==> config.mk <==
export PLATFORM = sky130hd
export DESIGN_NAME = usb_protocol_ctrl
export DESIGN_NICKNAME = d
export VERILOG_FILES = /design/src/rtl/usb_protocol_ctrl.sv
export SDC_FILE = /design/constraint.sdc
export NUM_CORES = 1
export LEC_CHECK = 0
export ABC_AREA = 1
export ABC_CLOCK_PERIOD_IN_PS = 2100
export CORE_MARGIN = 10
export CORE_UTILIZATION = 53
export DETAILED_ROUTE_END_ITERATION = 12
export GPL_TIMING_DRIVEN = 0
export PLACE_DENSITY = 0.78
export SYNTH_ARGS = -nofsm -noshare
export SYNTH_HDL_FRONTEND = slang
export SYNTH_SLANG_ARGS = --single-unit
==> constraint.sdc <==
create_clock -name clk -period 2.1 [get_ports clk]
set_input_delay 0.21 -clock clk [delete_from_list [all_inputs] [get_ports clk]]
set_output_delay 0.21 -clock clk [all_outputs]
set_load 0.03 [all_outputs]
==> src/rtl/usb_protocol_ctrl.sv <==
// USB device-side protocol controller: sequences OUT/IN token handling,
// handshake transmission, FIFO ownership and error/timeout reporting.
module usb_protocol_ctrl #(
  parameter int unsigned TIMEOUT = 800
) (
  input  logic       clk,
  input  logic       n_rst,
  input  logic [2:0] rx_packet,
  input  logic       rx_data_ready,
  input  logic       rx_error,
  input  logic       tx_done,
  input  logic       tx_error,
  input  logic       tx_data_pending,
  input  logic [6:0] buffer_occupancy,
  output logic       tx_start,
  output logic [1:0] tx_packet,
  output logic       d_mode,
  output logic       buffer_clear,
  output logic       proto_err,
  output logic       timeout_err,
  output logic       ctrl_busy
);

  localparam logic [2:0]  PID_NONE = 3'd0;
  localparam logic [2:0]  PID_OUT  = 3'd1;
  localparam logic [2:0]  PID_IN   = 3'd2;
  localparam logic [2:0]  PID_DATA = 3'd3;
  localparam logic [2:0]  PID_ACK  = 3'd4;
  localparam logic [2:0]  PID_NAK  = 3'd5;
  localparam logic [15:0] TMO_LAST = 16'(TIMEOUT - 1);

  typedef enum logic [3:0] {
    IDLE, OUT_WAIT, SEND_ACK, SEND_NAK, ACK_BUSY,
    IN_DATA, IN_BUSY, IN_WAIT_ACK, CLEAR, ERR
  } state_t;

  state_t      state, state_nxt;
  logic [15:0] timer, timer_nxt;
  logic        nak_q, nak_nxt;
  logic        tmo_q, tmo_nxt;
  logic        waiting, expired;

  assign waiting = (state == OUT_WAIT) || (state == ACK_BUSY) ||
                   (state == IN_BUSY)  || (state == IN_WAIT_ACK);
  assign expired = waiting && (timer == TMO_LAST);

  always_ff @(posedge clk or negedge n_rst) begin
    if (!n_rst) begin
      state <= IDLE;
      timer <= '0;
      nak_q <= 1'b0;
      tmo_q <= 1'b0;
    end else begin
      state <= state_nxt;
      timer <= timer_nxt;
      nak_q <= nak_nxt;
      tmo_q <= tmo_nxt;
    end
  end

  always_comb begin
    state_nxt = state;
    nak_nxt   = nak_q;
    tmo_nxt   = 1'b0;
    case (state)
      IDLE: begin
        if (rx_data_ready && rx_packet == PID_OUT) begin
          state_nxt = OUT_WAIT;
        end else if (rx_data_ready && rx_packet == PID_IN) begin
          if (tx_data_pending && buffer_occupancy != 7'd0) state_nxt = IN_DATA;
          else                                             state_nxt = SEND_NAK;
        end
      end
      OUT_WAIT: begin
        if (rx_data_ready && rx_packet == PID_DATA)      state_nxt = SEND_ACK;
        else if (rx_data_ready && rx_packet != PID_NONE) state_nxt = ERR;
        else if (expired) begin
          state_nxt = IDLE;
          tmo_nxt   = 1'b1;
        end
      end
      SEND_ACK: begin
        nak_nxt   = 1'b0;
        state_nxt = ACK_BUSY;
      end
      SEND_NAK: begin
        nak_nxt   = 1'b1;
        state_nxt = ACK_BUSY;
      end
      ACK_BUSY: begin
        if (tx_done)      state_nxt = IDLE;
        else if (expired) state_nxt = ERR;
      end
      IN_DATA: state_nxt = IN_BUSY;
      IN_BUSY: begin
        if (tx_done)      state_nxt = IN_WAIT_ACK;
        else if (expired) state_nxt = ERR;
      end
      IN_WAIT_ACK: begin
        // A NAK or silence leaves the payload in the FIFO for the host's retry
        if (rx_data_ready && rx_packet == PID_ACK)      state_nxt = CLEAR;
        else if (rx_data_ready && rx_packet == PID_NAK) state_nxt = IDLE;
        else if (expired) begin
          state_nxt = IDLE;
          tmo_nxt   = 1'b1;
        end
      end
      CLEAR:   state_nxt = IDLE;
      ERR:     state_nxt = IDLE;
      default: state_nxt = IDLE;
    endcase

    if (state != IDLE && (rx_error || tx_error)) begin
      state_nxt = ERR;
      tmo_nxt   = 1'b0;
    end

    if (state_nxt != state) timer_nxt = '0;
    else if (waiting)       timer_nxt = timer + 16'd1;
    else                    timer_nxt = timer;
  end

  always_comb begin
    tx_start     = 1'b0;
    tx_packet    = 2'd0;
    d_mode       = 1'b0;
    buffer_clear = 1'b0;
    proto_err    = 1'b0;
    timeout_err  = tmo_q;
    ctrl_busy    = (state != IDLE);
    case (state)
      SEND_ACK: begin
        tx_start  = 1'b1;
        tx_packet = 2'd2;
      end
      SEND_NAK: begin
        tx_start  = 1'b1;
        tx_packet = 2'd3;
      end
      ACK_BUSY: tx_packet = nak_q ? 2'd3 : 2'd2;
      IN_DATA: begin
        tx_start  = 1'b1;
        tx_packet = 2'd1;
        d_mode    = 1'b1;
      end
      IN_BUSY: begin
        tx_packet = 2'd1;
        d_mode    = 1'b1;
      end
      IN_WAIT_ACK: d_mode = 1'b1;
      CLEAR:       buffer_clear = 1'b1;
      ERR: begin
        proto_err    = 1'b1;
        buffer_clear = 1'b1;
      end
      default: ;
    endcase
  end

endmodule

# [Yosys cells after proc, flatten, opt, wreduce, memory -nomap -nowiden]
# Index checks and enable logic that the tools add are counted.
[totals] register_bits=22 latchBits=0 ram_bits=0 rom_bits=0 in_bits=17 memories=0
[op_classes] add_sub_neg=1 mul=0 div_mod_pow=0 n_lt_le_gt_ge=0 n_eq_ne=16 shift=0 muxes=29 bitwise_logic=0 reduce_logical=24
[ops] operator="$mux 4" n=11
[ops] operator="$mux 16" n=2
[ops] operator="$pmux 4 s7" n=1
[ops] operator="$add 16x1->16 const B" n=1
[ops] operator="$eq 16x10->1 const B" n=1
[ops] operator="$eq 4x3->1 const B" n=4
[ops] operator="$mux 1" n=11
[ops] operator="$logic_and 1x1->1" n=9
[ops] operator="$eq 4x2->1 const B" n=2
[ops] operator="$eq 4x4->1 const B" n=2
[ops] operator="$pmux 2 s4" n=1
[ops] operator="$reduce_bool 7->1" n=1
[ops] operator="$eq 3x2->1 const B" n=2
[ops] operator="$eq 3x3->1 const B" n=2
[ops] operator="$reduce_or 2->1" n=3
[ops] operator="$reduce_or 3->1" n=2
[ops] operator="$eq 4x1->1 const B" n=1
[ops] operator="$logic_not 4->1" n=1
[ops] operator="$logic_or 1x1->1" n=4
[ops] operator="$ne 4x4->1" n=1
[ops] operator="$pmux 1 s2" n=2
[ops] operator="$reduce_bool 2->1" n=2
[ops] operator="$reduce_bool 4->1" n=1
[ops] operator="$eq 3x1->1 const B" n=1
[ops] operator="other kinds (2)" n=2

# [Longest topological paths before layout]
# Gate-level depths: netlist of the first run.
[logic_depth] depth_word=12 depth_mapped=16 depth_no_buf=14

# [Worst setup path before layout of the first run]
# No wires, ideal clock.
[synth_timing] path_type="flip-flop to flip-flop" start="register state[0]" end="register timer[8]" arrival_ps=1851 required_time_ps=2020 setup_slack_ps=169 stages_incl_launch_ff=14 period_less_slack_ps=1931 path_cell_list="dfrtp_1 -> buf_4 -> nor2_2 -> nand2_1 -> nor2_1 -> nand3_1 -> nand2_1 -> nor2_1 -> nand3_1 -> nand2_1 -> nand2_1 -> nand3_4 -> buf_6 -> nor3_2"
[synth_rtl] element="from (decl)" line="37" text="state_t state, state_nxt;"
[synth_rtl] element="from (signal assigned)" line="54" text="state <= state_nxt;"
[synth_rtl] element="$reduce_bool 4->1 (*)"
[synth_rtl] element="named net ctrl_busy" line="21" text="output logic ctrl_busy"
[synth_rtl] element="$logic_and 1x1->1 (*)" line="113" text="if (state != IDLE && (rx_error || tx_error)) begin"
[synth_rtl] element="$mux 4 (*)" line="113"
[synth_rtl] element="$ne 4x4->1 (*)" line="118" text="if (state_nxt != state) timer_nxt = '0;"
[synth_rtl] element="$mux 16 / $reduce_bool 2->1 (equally long branches)"
[synth_rtl] element="to (signal assigned)" line="55" text="timer <= timer_nxt;"
[synth_rtl] element="to (decl)" line="38" text="logic [15:0] timer, timer_nxt;"
# Mark *: on every way through the listed nets, which the timed path passes. The rest lies on a longest branch.
# A chain may end at the register's enable or synchronous reset.

# [Worst setup path after layout of the first run]
[layout_timing] start="register timer[1]" end="register timer[5]"
[layout_between] elab_chain_len=9
[layout_lines] element="$eq 16x10->1" line="45" text="assign expired = waiting && (timer == TMO_LAST);"
[layout_lines] element="$logic_and 1x1->1" line="45"
[layout_lines] element="$mux 4" line="77, 103"
[layout_lines] element="$mux 4 (on tied branches)" line="102, 76"
[layout_lines] element="$mux 4 (on tied branches)" line="101, 75"
[layout_lines] element="$pmux 4 s7" line="65" text="case (state)"
[layout_lines] element="$mux 4" line="113"
[layout_lines] element="$ne 4x4->1" line="118"
[layout_lines] element="$mux 16 / $reduce_bool 2->1 (equally long branches)"
# Several ways; a longest one is shown, not always the timed one. The select of a mux whose other input is x is not followed.

==> reports/qor.yml, run 1 <==
critical_path:
  critPathRequiredTime_ns: 2.34
  crit_arrival_ns: 2.29
  path_cells: "ha_2, nand2_1, inv_1, nand2_1, nor2_2, nand3_4, nand2_2, nand2_2, nand2_2, nand3_2, nand3_2, nand3_4, clkbuf_16, nor3_2"
  cp-end-kind: "flip-flop"
  cp_num_cells: 14
  critPathKind: "flip-flop to flip-flop"
  path_delay_family: "simple AND/OR/NAND/NOR gates"
  cp_max_fo: 8
  max_stage_delay_ns: 0.40
  cp-start-kind: "flip-flop"
  crit_top_cell: "nand2_2"
  crit_buf_inv: 2
  crit_slowest_cell: "dfrtp_1"
  r2r.worst_path.cells: 14
synth:
  avgSynthCellArea_sq_um: 7.277
  yosys.area.top_type: "dfrtp_1"
  syn-num-nets: 257
  ys_top_cells_by_area: "dfrtp_1 32%, nand2_1 13%, inv_1 7.6%"
  ys_seq_elements: 22
  netlist_instances: 239
  yosysTopAreaCellShare_pct: 31.65
  syn-cell-area_sq_um: 1739
  ys_seq_area_share_pct: 31.65
  ys_warn_count: 0
  synth_cell_type_count: 33
grt:
  antenna_found_initial: 0
  track_usage_pct: 12.29
  grt_pass1_wl_mm: 6.313
  grt_pass1_vias: 1370
  grt-ovfl-total: 0
  grt_max_degree: 23
sta:
  skew_ns: 0.001089
  slew_viol_final: 0
  worstMarginPinSlew_ns: 0.9606
  finalCritPeriodShare_pct: 97.50
  max_freq_mhz: 488.4
  period_needed_ns: 2.048
  timing.final.ws_setup_ns: 0.05246
  hold_slack_ns: 0.4176
  setup_violations: 0
  hold_viol_final: 0
  grt_setup_unrepaired: "yes"
  maxSlewHeadroom_pct: 35.76
  setup_tns_ns: 0
die:
  fp.coreArea_sq_um: 3103
  die_w_um: 77.29
  dieArea_sq_um: 5973
  die_h_um: 77.29
  initial_core_util_pct: 56.05
  rows: 20
  num_io_pins: 25
cts:
  clkLatencyLatePin_ns: 0.31
  numCtsBuffers: 3
  cts.clk_slew.worst_paths_ns: 0.12
  clkSinkCount: 22
  root_buffer: "clkbuf_4"
  cts_tree: "built"
  htreeDepth: 1
  clockBufferDepth: 2
finish:
  layoutNonFillerInstCount: 321
  post-route-util_pct: 72.62
  nNetsFinal: 296
  final_common_cell: "nand2_1"
  n_antenna_cell: 0
  area_growth_pct: 29.57
  final_cell_mix: "52 x nand2_1, 35 x inv_1, 26 x nor2_1"
  drive_gt1_share_pct: 25.63
  final_area_sq_um: 2253
routing:
  firstDrtPassIters: 4
  ant_nets: 0
  wl_per_cell_um: 12.31
  wl_mm: 3.951
  drt_iter0_drc: 106
  route.detailed.drc: 0
  avgViaCountPerCell: 5.022
  vias: 1612
placed_design:
  detailed_place_hpwl_mm: 2.902
  dpl_cell_area_sq_um: 2034
  placed_cells: 307
  portBuffers: 24
  pre_cts_ws_ns: -0.1419
  gp_congestion: 0.8728
job:
  max_cap_violations: 0
outcome:
  status: "completed"
power_and_ir_drop:
  peakVddDrop_uv: 536.1
  p_per_area_nw_per_um2: 441.5
  power_mw: 0.9948
  power.leakage_nw: 1.105
hold_path:
  min_path_type: "primary input to asynchronous set/reset pin"
==> state kept, by name (all words and copies together), names as in the netlist <==
register / count
timer: 16
state: 4
nak_q: 1
timeout_err: 1
==> cells in the mapped netlist <==
cell type  instances
xor2_1            10
nor4_4             1
a21oi_1            3
clkinv_2           2
inv_1             35
nor4_1             1
nand3_2            3
buf_4              2
nand2_4            1
nand2_2            6
buf_6              3
ha_1               1
o21a_1             1
inv_2              5
o21ai_2            1
o21ai_1            1
xnor2_1            3
o2111ai_1          1
dfrtp_1           22
a21o_1             1
nor2_2             3
nand2_1           59
or2_2              1
nor2_4             2
o22ai_2            1
mux2i_1            1
nor3_2            10
nand3_1           12
nor2_1            27
nand4_1            3
nor3_1            11
nand3_4            3
o21ai_0            3
==> logic make-up (layout without fill, tap and decap cells) <==
| kind of cell | Yosys count | after routing | share of synthesized area, % |
|---|---|---|---|
| buffers and inverters | 47 | 85 | 12.01 |
| multiplexers | 1 | 1 | 0.5756 |
| XOR/XNOR | 13 | 13 | 6.547 |
| AND/OR/NAND/NOR | 143 | 143 | 43.89 |
| AO/OA/AOI/OAI | 12 | 12 | 4.604 |
| adder cells (fa/ha/maj) | 1 | 1 | 0.7193 |
| flip-flops | 22 | 22 | 31.65 |
==> worst paths after layout <==
| path | start | endpoint | slack (ns) |
|---|---|---|---|
| max in group asynchronous | n_rst | state[3] | 1.04 |
| worst min-delay path | n_rst | timer[12] | 0.42 |
| worst min register to register | nak_q | nak_q | 0.55 |
| min in group clk | nak_q | nak_q | 0.55 |
| worst max-delay path | timer[1] | timer[5] | 0.05 |
| worst max register to register | timer[1] | timer[5] | 0.05 |
==> layer usage <==
layer  vias up  track usage, %  share of wire, %
met1       745           16.62                46
met2        36           19.65                49
met4         0           1.460              0.20
li1        829               -                 -
met5         -               0                 0
met3         2           3.030               4.4
==> cell type report <==
class	instances	area [sq um]
Timing Repair Buffer	34	336.6
Tap cell	44	55.05
Inverter	42	163.9
Multi-Input combinational cell	170	1040
Buffer	5	70.07
Clock buffer	4	36.28
Fill cell	262	849.6
Sequential cell	22	551.8
==> timing repair <==
| item | CTS | global route |
|---|---|---|
| setup buffers | 0 | 9 |
| endpoints found under the setup margin | 4 | 16 |
| pin swaps | 0 | 14 |
| gates cloned | 0 | 1 |
| hold buffers | 0 | 0 |
| resized for setup | 5 | 25 |
==> where the power goes <==
group          total [mW]  switching, mW  internal, mW
Sequential          0.441        0.00792         0.433
Combinational       0.318          0.173         0.145
Clock               0.236          0.130         0.106
Power figures use the tool's default switching activity.
==> run 2, diff against run 1 <==
- CORE_UTILIZATION: 53 -> 50
- PLACE_DENSITY: 0.78 -> 0.74
- REMOVE_ABC_BUFFERS: default -> 1
==> run 2 against run 1 <==
  * Non-clock buffer count is 1 lower
  * Flip-flop and latch count did not move
  * Total power shrank 3.5%
  * Fmax shrank 0.45%
  * Cell area up 0.83%
  * Combinational power is 12% lower
  * Worst setup slack worse by 0.0092 ns
  * Clock skew up 0.0089 ns
  * Critical endpoint is now timer[13]
==> reports/qor.yml, run 2 (synthesized netlist as in run 1, its figures left out) <==
outcome:
  status: "completed"
cts:
  clockBufferDepth: 2
  cts.clk_slew.worst_paths_ns: 0.12
  clkSinkCount: 22
  cts.hold.buffers_added: 0
  numCtsBuffers: 3
  cts_tree: "built"
  root_buffer: "clkbuf_4"
  htreeDepth: 1
  clkLatencyLatePin_ns: 0.31
grt:
  grt_max_degree: 23
  met1_usage_pct: 15.52
  use_met2_pct: 21.94
  antenna_found_initial: 0
  track_usage_pct: 12.72
  grtUsageMet3_pct: 3.604
  grt_pass1_wl_mm: 6.548
  grt_pass1_vias: 1461
  grt-ovfl-total: 0
  busiest_layer: "met2"
critical_path:
  cp-start-kind: "flip-flop"
  r2r.worst_path.cells: 12
  crit_arrival_ns: 2.26
  critPathKind: "flip-flop to flip-flop"
  cp_max_fo: 8
  critPathRequiredTime_ns: 2.30
  cp-end-kind: "flip-flop"
sta:
  setup_tns_ns: 0
  slew_viol_final: 0
  hold_slack_ns: 0.4255
  max_freq_mhz: 486.2
  hold_viol_final: 0
  setup_violations: 0
  period_needed_ns: 2.057
  maxSlewHeadroom_pct: 34.18
  worstMarginPinSlew_ns: 0.9842
  skew_ns: 0.009943
  grt_setup_unrepaired: "yes"
  finalCritPeriodShare_pct: 97.94
power_and_ir_drop:
  peakVddDrop_uv: 406.3
  power.leakage_nw: 1.078
  p_per_area_nw_per_um2: 422.4
die:
  num_io_pins: 25
  die_h_um: 78.98
  initial_core_util_pct: 52.12
  rows: 21
  die_w_um: 78.98
  fp.coreArea_sq_um: 3337
  dieArea_sq_um: 6237
placed_design:
  portBuffers: 24
  detailed_place_hpwl_mm: 2.941
  gp_congestion: 0.8542
finish:
  largest_registers: "timer: 16 flops, state: 4 flops"
  nNetsFinal: 296
  n_antenna_cell: 0
  n_fill_cell: 298
  area_growth_pct: 30.65
  largest_register_ffs: 16
  drive_gt1_share_pct: 29.60
  final_common_cell: "nand2_1"
  final_cell_mix: "51 x nand2_1, 35 x inv_1, 24 x nor2_1"
  largest_register: "timer"
routing:
  route.detailed.drc: 0
  drt_iter0_drc: 58
  ant_nets: 0
  vias: 1602
  wl_mm: 4.235
  firstDrtPassIters: 4
  wl_per_cell_um: 13.11
  avgViaCountPerCell: 4.960
job:
  max_cap_violations: 0
hold_path:
  min_path_type: "primary input to asynchronous set/reset pin"
-- run 2: cell count changes in the layout (fill, tap and decap cells not counted), moves of 3 or more --
cell	change
nor3_2	+8
nor3_1	-6
dfrtp_1	-3
dfrtp_2	+3
nor2_2	+3
-- run 2: worst paths after layout --
path	slack (ns)	start	to
worst max-delay path	0.04	state[3]	timer[13]
worst min-delay path	0.43	n_rst	timer[8]
worst max register to register	0.04	state[3]	timer[13]
worst min register to register	0.56	nak_q	nak_q
max in group asynchronous	1.00	n_rst	state[3]
min in group clk	0.56	nak_q	nak_q
-- run 2: worst max-delay path: stages (launching register included) --
cell	delay (ns)
dfrtp_2	0.45
buf_6	0.13
nor2_4	0.19
nand2_4	0.11
nand2_8	0.10
nand3_4	0.12
buf_4	0.16
nand3_1	0.09
nand3_1	0.13
nand2_1	0.12
nand2_2	0.11
nand3_4	0.19
nor3_2	0.06
-- run 2: cell type report --
class | instances | area [sq um] | share of cell area (%)
Multi-Input combinational cell | 171 | 1096 | 48.24
Sequential cell | 22 | 555.5 | 24.45
Timing Repair Buffer | 38 | 366.6 | 16.13
Inverter | 42 | 160.2 | 7.048
Tap cell | 46 | 57.56 | 2.533
Clock buffer | 4 | 36.28 | 1.597
-- run 2: repair_timing --
| action | in CTS | in global routing |
|---|---|---|
| resized for setup | 9 | 30 |
| pin swaps | 0 | 14 |
| cloned | 0 | 1 |
| endpoints found under the hold margin | 0 | 0 |
| endpoints found under the setup margin | 20 | 17 |
| setup buffers | 2 | 12 |
-- run 2: power by group --
group          switching (mW)  internal [mW]
Clock                   0.126          0.106
Sequential             0.0128          0.434
Combinational           0.168          0.113
-- run 2: per-stage QoR --
| stage | util, % | instance area [sq um] | cells | worst slack (ns) | total power, mW |
|---|---|---|---|---|---|
| finish | 68.09 | 2272 | 323 | 0.04326 | 0.9598 |
| global route | 68.09 | 2272 | 323 | -0.05437 | 1.012 |
| CTS | 61.53 | 2053 | 310 | 0.01852 | 0.9260 |
| detailed placement | 59.58 | 1988 | 304 | -0.1200 | 0.6755 |
| global placement | 59.58 | 1988 | 304 | -0.1112 | 0.6740 |
| floorplan | - | 1690 | 234 | 0.1837 | 0.5920 |
-- run 2: layer usage --
layer  vias to the layer above  share of wire, %
met5                         -                 0
met4                         0              0.47
met3                         4               5.1
met2                        40                51
met1                       736                43
li1                        822                 -
